**config.mk**
```make
export PLATFORM = sky130hd
export DESIGN_NAME = ifetch_unit
export DESIGN_NICKNAME = d
export VERILOG_FILES = /design/src/rtl/ifetch_unit.sv
export SDC_FILE = /design/constraint.sdc
export NUM_CORES = 1
export LEC_CHECK = 0
export CORE_MARGIN = 2
export CORE_UTILIZATION = 48
export CTS_BUF_LIST = sky130_fd_sc_hd__clkbuf_4 sky130_fd_sc_hd__clkbuf_8
export DETAILED_ROUTE_END_ITERATION = 8
export GPL_TIMING_DRIVEN = 0
export HOLD_SLACK_MARGIN = 0.12
export PLACE_DENSITY = 0.84
export SLEW_MARGIN = 10
export SYNTH_ARGS = -nofsm -noshare
export SYNTH_HDL_FRONTEND = slang
export SYNTH_SLANG_ARGS = --single-unit
```
**constraint.sdc**
```tcl
create_clock -name clk -period 3.6 [get_ports clk]
set_clock_uncertainty 0.1 [all_clocks]
set_input_delay 0.72 -clock clk [delete_from_list [all_inputs] [get_ports clk]]
set_output_delay 0.72 -clock clk [all_outputs]
set_load 0.005 [all_outputs]
```
**src/rtl/ifetch_unit.sv**
```systemverilog
// ifetch_unit: instruction-fetch front end for the miniRV core.
// Holds the PC and issues one IROM word request per instruction. It presents the
// fetched word and its decode fields, then waits for execute to retire the
// instruction. The next PC is taken from npc_op/imm/alu_c/branch_taken.
//
// Ports
//   clk, rst_n              core clock, asynchronous active-low reset
//   irom_req, irom_addr     one-cycle fetch strobe and word address (pc[IROM_AW+1:2])
//   irom_rvalid, irom_rdata read data return, accepted only while waiting for it
//   inst_valid, inst        presented instruction (registered)
//   opcode/funct3/funct7    decode fields, combinational from inst
//   pc, pc4                 PC of presented instruction and pc+4 (pc4 combinational)
//   ex_done                 execute retires the presented instruction this cycle
//   npc_op                  00 PC4, 01 JMPR, 10 BEQ, 11 JMP
//   branch_taken, imm, alu_c  next-PC operands
//   misalign_err, bad_target  sticky misaligned-target error and offending target
//   retire_cnt              retired-instruction counter (wraps)
module ifetch_unit #(
  parameter logic [31:0] RESET_PC = 32'h0000_0000,
  parameter int unsigned IROM_AW  = 14
) (
  input  logic               clk,
  input  logic               rst_n,
  output logic               irom_req,
  output logic [IROM_AW-1:0] irom_addr,
  input  logic               irom_rvalid,
  input  logic [31:0]        irom_rdata,
  output logic               inst_valid,
  output logic [31:0]        inst,
  output logic [6:0]         opcode,
  output logic [2:0]         funct3,
  output logic [6:0]         funct7,
  output logic [31:0]        pc,
  output logic [31:0]        pc4,
  input  logic               ex_done,
  input  logic [1:0]         npc_op,
  input  logic               branch_taken,
  input  logic [31:0]        imm,
  input  logic [31:0]        alu_c,
  output logic               misalign_err,
  output logic [31:0]        bad_target,
  output logic [31:0]        retire_cnt
);

  typedef enum logic [1:0] {
    S_FETCH,
    S_WAIT,
    S_ISSUE,
    S_HALT
  } state_e;

  state_e             state_q;
  logic [31:0]        pc_q;
  logic [31:0]        inst_q;
  logic               req_q;
  logic [IROM_AW-1:0] addr_q;
  logic               valid_q;
  logic               err_q;
  logic [31:0]        bad_q;
  logic [31:0]        cnt_q;
  logic [31:0]        npc_d;

  // Next-PC selection; 32-bit adds, carries dropped.
  always_comb begin
    npc_d = pc_q + 32'd4;
    case (npc_op)
      2'b01:   npc_d = alu_c & ~32'h1;
      2'b10:   if (branch_taken) npc_d = pc_q + imm;
      2'b11:   npc_d = pc_q + imm;
      default: npc_d = pc_q + 32'd4;
    endcase
  end

  // The request strobe is registered, so it is raised on the edge that enters
  // FETCH from ISSUE. Only after reset does FETCH spend one extra cycle raising it.
  // This keeps zero-wait throughput at FETCH/WAIT/ISSUE = 3 cycles.
  always_ff @(posedge clk or negedge rst_n) begin
    if (!rst_n) begin
      state_q <= S_FETCH;
      pc_q    <= RESET_PC;
      inst_q  <= 32'h0000_0013;
      req_q   <= 1'b0;
      addr_q  <= '0;
      valid_q <= 1'b0;
      err_q   <= 1'b0;
      bad_q   <= '0;
      cnt_q   <= '0;
    end else begin
      case (state_q)
        S_FETCH: begin
          if (req_q) begin
            req_q   <= 1'b0;
            state_q <= S_WAIT;
          end else begin
            req_q  <= 1'b1;
            addr_q <= pc_q[IROM_AW+1:2];
          end
        end
        S_WAIT: begin
          if (irom_rvalid) begin
            inst_q  <= irom_rdata;
            valid_q <= 1'b1;
            state_q <= S_ISSUE;
          end
        end
        S_ISSUE: begin
          if (ex_done) begin
            valid_q <= 1'b0;
            cnt_q   <= cnt_q + 32'd1;
            if (npc_d[1:0] != 2'b00) begin
              err_q   <= 1'b1;
              bad_q   <= npc_d;
              state_q <= S_HALT;
            end else begin
              pc_q    <= npc_d;
              req_q   <= 1'b1;
              addr_q  <= npc_d[IROM_AW+1:2];
              state_q <= S_FETCH;
            end
          end
        end
        S_HALT: begin
          state_q <= S_HALT;
        end
        default: state_q <= S_HALT;
      endcase
    end
  end

  assign irom_req     = req_q;
  assign irom_addr    = addr_q;
  assign inst_valid   = valid_q;
  assign inst         = inst_q;
  assign opcode       = inst_q[6:0];
  assign funct3       = inst_q[14:12];
  assign funct7       = inst_q[31:25];
  assign pc           = pc_q;
  assign pc4          = pc_q + 32'd4;
  assign misalign_err = err_q;
  assign bad_target   = bad_q;
  assign retire_cnt   = cnt_q;

endmodule

```
==> out/results.ini, run 1 <==
[detailed_routing]
drtIter0Drc=764
post_drt_via_cell_ratio=5.74
dr.pass1.iters=5
drc=0
drt_wl_total_um=30800
ant_nets=0
routedWlPerCell_um=20.5
vias=8638

[place]
dp.cells=1452
hpwl_um=23000
place_congestion=0.979
port_buffers=294
place_area_um2=12100

[finish]
final_common_cell=clkdlybuf4s50_1
drive_above_1_share=0.160
syn2layout_area_growth_pct=45.0
final_cell_mix=clkdlybuf4s50_1 (290), nand2_1 (131), dfrtp_1 (128), mux2_2 (63), nor2_1 (60)
final_cells=1506
layout.nets=1400
fin_area_um2=12900
final_util=0.713

[hold_path]
hp-class=reg -> reg

[yosys]
synth_cell_types=71
synth_compound_area_frac=0.140
synth_top_area_cell=dfrtp_1
synthCells=928
yosys_warnings=0
netlist_top_cells_area=dfrtp_1 (41%), mux2_2 (8.0%), nand2_1 (5.5%)
synth_xor_area_frac=0.0845
synth_top_family_by_area=simple AND/OR/NAND/NOR gates
synth_enable_flop_cells=0
synth-adder-area-share=0.0488
synth_top_area_frac=0.406
synth.mux.area_fraction=0.0960
synth-seq-cells=147
synth_area_per_cell_um2=9.55
synthFlopType=dfrtp_1
synth_nets=1065
ys_seq_area_frac=0.415
synth-simple-area-share=0.173
synthArstFlopShare=1.00
syn_area_um2=8860

[power]
p_total_mw=9.10
intPower_mw=5.65
netSwitchingFraction=0.379
power_frac_clock=0.152
power_density_nw_per_um2=708
ir_worst_vdd_uv=445
power.leakage_nw=5.54
switching_power_mw=3.45
power_frac_seq=0.308
comb_power_share=0.540

[critical_path]
end_kind=output port
crit_chain=and3_2, nand3_4, or4_1, xnor2_2, clkdlybuf4s50_1
critPathArrivalTime_ps=2730
cp_slowest_cell=or4_1
max_stage_delay_ps=610
crit_type=reg -> out
cp_data_required_time_ps=2780
path_max_fanout=8
start_kind=flop

[clock_network]
cts_tree=built
cts_sinks=147
cts_buffers=17
clock_latency_ps=450
htree_levels=4
clk_path_buf_depth=2
cts-root-buf=clkbuf_8
path_clk_slew_ps=90

[sta]
hold_violations=0
worst_slew_pin_slew_ps=778
clock.fmax_mhz=282
post-route-period-util=0.986
rsz0062_at_grt=yes
setup_violations=0
relSlewSlack=0.481
slew_violations=0
period_needed_ps=3550
finalHoldWorstSlack_ps=394

[grt]
antenna_found_initial=0
grt.overflow.total=0
grt_pass1_wl_um=48000
grtUsageTotal=0.314
grt_pass1_vias=8654
grt_max_degree=111

[floorplan]
die_x_um=140
initial_core_util=0.492
die_h_um=140
io_pins=297
std_cell_rows=49
dieArea_um2=19600
fp.coreArea_um2=18000

[outcome]
status=finished, final reports clean

[flow_run]
maxCapViolCount=0

-- worst max-delay path: cells and delay by family, from the launching register on --
kind / cells / cell delay, ps
xor+xnor: 1 / 240
buf+inv: 1 / 550
flops: 1 / 460
simple gates: 3 / 1050
-- cell usage after synthesis, drive strengths merged (8+ instances only) --
cell / number
a21oi: 58
nand2: 132
and3: 9
inv: 19
o22ai: 8
xor2: 35
ha: 33
a31oi: 9
dfrtp: 144
o21bai: 9
o21ai: 46
nor2: 63
mux2i: 13
mux2: 64
nand3: 38
nand4: 12
xnor2: 48
clkbuf: 27
nand2b: 14
and2: 8
nor3: 13
buf: 31
-- area by class of cell --
type / count / area, um2
diodes: 1 / 2.50
plain buffers: 58 / 314
clock buffers: 17 / 234
clock inverters: 15 / 188
fillers: 1390 / 5170
inverters: 19 / 71.3
multi-input cells: 704 / 4910
flip-flops and latches: 147 / 3700
well taps: 229 / 287
repair buffers: 316 / 3140
-- power by group through the flow --
stage	clock network [mW]	registers, mW	logic [mW]
2_1_floorplan	0	2.78	2.13
3_3_place_gp	0	2.87	4.50
3_5_place_dp	0	2.90	4.55
4_1_cts	1.41	2.78	4.86
5_1_grt	1.47	2.86	5.29
6_report	1.38	2.80	4.91
-- metrics by stage --
step | TNS [ps] | setup slack (ps)
finish | 0 | 49.4
global route | -122 | -85.2
CTS | -54.8 | -54.8
detailed placement | -23650 | -546
global placement | -641710 | -4260
floorplan | 0 | 512
-- logic make-up after synthesis --
group / after synthesis
buf+inv: 77
compound gates: 188
simple gates: 321
flops: 147
fa+ha+maj: 34
mux: 77
xor+xnor: 84
-- layer usage --
layer / GRT usage / routed length [um] / up-vias / part of all wire
met5: 0 / 0 / - / 0
met4: 0.128 / 1150 / 0 / 0.037
met3: 0.0879 / 3110 / 82 / 0.10
met2: 0.524 / 14800 / 453 / 0.48
met1: 0.384 / 11700 / 4151 / 0.38
li1: - / - / 3952 / -
-- sequential cells by signal, indices dropped and copies added, names as in the netlist --
signal and cells:
irom_addr 14, retire_cnt 32, inst_valid 1, misalign_err 1, irom_req 1, bad_target 32
pc 32, state_q 2, inst 32
-- final timing paths --
check                      cells after the start     startpoint              to  slack, ps
max in group asynchronous                      3          rst_n          pc[17]       1900
hold / removal                                 2  irom_addr[12]   irom_addr[12]        390
setup / recovery                               5          pc[5]         pc4[17]         50
setup reg to reg                              12          pc[8]  bad_target[27]        260
min in group asynchronous                      2          rst_n  retire_cnt[19]        620
hold reg to reg                                2  irom_addr[12]   irom_addr[12]        390
-- repair_timing --
item	in CTS	in global routing
endpoints found under the setup margin	34	50
hold buffers	1	0
setup buffers	16	4
hold endpoints to repair	37	0
pin swaps	2	7
resized for setup	24	24
Power figures use the tool's default switching activity.
==> run 2, diff against run 1 <==
Settings changed: CORE_UTILIZATION 48 to 55, DONT_BUFFER_PORTS set to 1, PLACE_DENSITY 0.84 to 0.7.
==> out/results.ini, run 2 (same netlist as run 1, synthesis figures left out) <==
[detailed_routing]
post_drt_via_cell_ratio=6.16  ; was 5.74
routedWlPerCell_um=22.6  ; was 20.5 um
ant_nets=0  ; unchanged
drtIter0Drc=621  ; was 764
dr.pass1.iters=6  ; was 5
drc=0  ; unchanged
vias=7255  ; was 8638
drt_wl_total_um=26600  ; was 30800 um

[outcome]
violations=hold timing
status=finished with violations  ; was finished, final reports clean

[sta]
rsz0062_at_grt=no  ; was yes
worst_slew_pin_slew_ps=922  ; was 778 ps
worst_slack_ps=179  ; was 49.4 ps
finalHoldWorstSlack_ps=-153  ; was 394 ps
post-route-period-util=0.950  ; was 0.986
slew_violations=0  ; unchanged
hold_violations=144  ; was 0
relSlewSlack=0.385  ; was 0.481
clock.fmax_mhz=292  ; was 282 MHz
period_needed_ps=3420  ; was 3550 ps
setup_violations=0  ; unchanged

[critical_path]
reg2reg_from=pc[0]  ; was pc[8]
start_kind=flop  ; unchanged
rrSetupSlack_ps=210  ; was 260 ps
critPathArrivalTime_ps=2600  ; was 2730 ps
end_kind=output port  ; unchanged
r2r_end=bad_target[13]  ; was bad_target[27]
cp_data_required_time_ps=2780  ; about the same
r2r_cells=9  ; was 12
crit_end=pc4[31]  ; was pc4[17]
crit_type=reg -> out  ; unchanged
path_max_fanout=8  ; unchanged
setup.worst_path.start=pc[12]  ; was pc[5]

[place]
dp.cells=1144  ; was 1452
hpwl_um=20500  ; was 23000 um
port_buffers=0  ; was 294
place_area_um2=9140  ; was 12100 um2
dp_slack_ps=-43.8  ; was -546 ps
place_congestion=0.969  ; was 0.979

[clock_network]
cts-root-buf=clkbuf_8  ; unchanged
cts_tree=built  ; unchanged
clk_path_buf_depth=2  ; unchanged
cts_sinks=147  ; unchanged
path_clk_slew_ps=90  ; about the same
clock_latency_ps=450  ; about the same
htree_levels=4  ; unchanged
cts_buffers=17  ; unchanged

[finish]
fin_area_um2=9550  ; was 12900 um2
antenna_cells=0  ; was 1
register_area_um2=3690  ; was 3700 um2
final_cell_mix=dfrtp_1 (141), nand2_1 (131), mux2_2 (63), nor2_1 (61), a21oi_1 (56)  ; was clkdlybuf4s50_1 (290), nand2_1 (131), dfrtp_1 (128), mux2_2 (63), nor2_1 (60)
syn2layout_area_growth_pct=7.71  ; was 45.0%
multi_input_area_um2=4820  ; was 4910 um2
final_common_cell=dfrtp_1  ; was clkdlybuf4s50_1
final_cells=1177  ; was 1506
layout.nets=1085  ; was 1400
drive_above_1_share=0.159  ; was 0.160
fillers=1403  ; was 1390

[grt]
grt_pass1_vias=7053  ; was 8654
grtUsageTotal=0.307  ; was 0.314
grt_max_degree=148  ; was 111
grt.overflow.total=0  ; unchanged
antenna_found_initial=0  ; unchanged
grt_pass1_wl_um=39400  ; was 48000 um

[power]
ir_worst_vdd_uv=461  ; was 445 uV
p_total_mw=7.04  ; was 9.10 mW
power_density_nw_per_um2=737  ; was 708 nW/um2
power.leakage_nw=4.24  ; was 5.54 nW

[floorplan]
dieArea_um2=17100  ; was 19600 um2
initial_core_util=0.560  ; was 0.492
io_pins=297  ; unchanged
die_x_um=131  ; was 140 um
die_h_um=131  ; was 140 um
fp.coreArea_um2=15800  ; was 18000 um2
std_cell_rows=46  ; was 49

[flow_run]
maxCapViolCount=0  ; unchanged

[hold_path]
hp-class=in -> async  ; was reg -> reg

-- run 2: cell type report --
cell class                      count  share of cell area
Multi-Input combinational cell    704               0.505
Sequential cell                   147               0.386
Buffer                             58              0.0318
Tap cell                          216              0.0283
Clock buffer                       18              0.0253
Clock inverter                     14              0.0151
Inverter                           19             0.00747
Timing Repair Buffer                1            0.000786
-- run 2: power by group --
group	leakage [nW]	switching, mW	internal [mW]
logic	2.17	1.50	1.21
registers	1.87	0.820	2.25
clock network	0.196	0.695	0.576
-- run 2: how the worst min path moves through the flow --
stage,start,cells past startpoint,endpoint
floorplan,rst_n,0,bad_target[0]
global placement,rst_n,0,bad_target[13]
detailed placement,rst_n,0,bad_target[13]
CTS,rst_n,0,bad_target[18]
global route,rst_n,0,retire_cnt[15]
finish,rst_n,0,bad_target[18]
-- run 2: timing repair --
action	4_1_cts	5_1_grt
endpoints found under the setup margin	0	11
resized for setup	0	6
hold endpoints to repair	147	147
buffers inserted	0	1
-- run 2: metal layers --
metal	part of all wire	up-vias	GRT usage
li1	-	3322	-
met1	0.40	3497	0.389
met2	0.46	367	0.471
met3	0.11	69	0.104
met4	0.041	0	0.150
met5	0	-	0
-- run 2: critical path, stage by stage, from the launching register on --
cell	delay (ps)
dfrtp_1	560
nand4_1	240
nor4_4	320
buf_4	190
nand2_2	110
nor2_4	130
and4_1	260
nand3_1	110
xnor2_1	240
-- run 2: per-stage QoR --
step | TNS (ps) | util
2_1_floorplan | 0 | -
3_3_place_gp | -483 | 0.577
3_5_place_dp | -381 | 0.577
4_1_cts | 0 | 0.602
5_1_grt | 0 | 0.603
6_report | 0 | 0.603
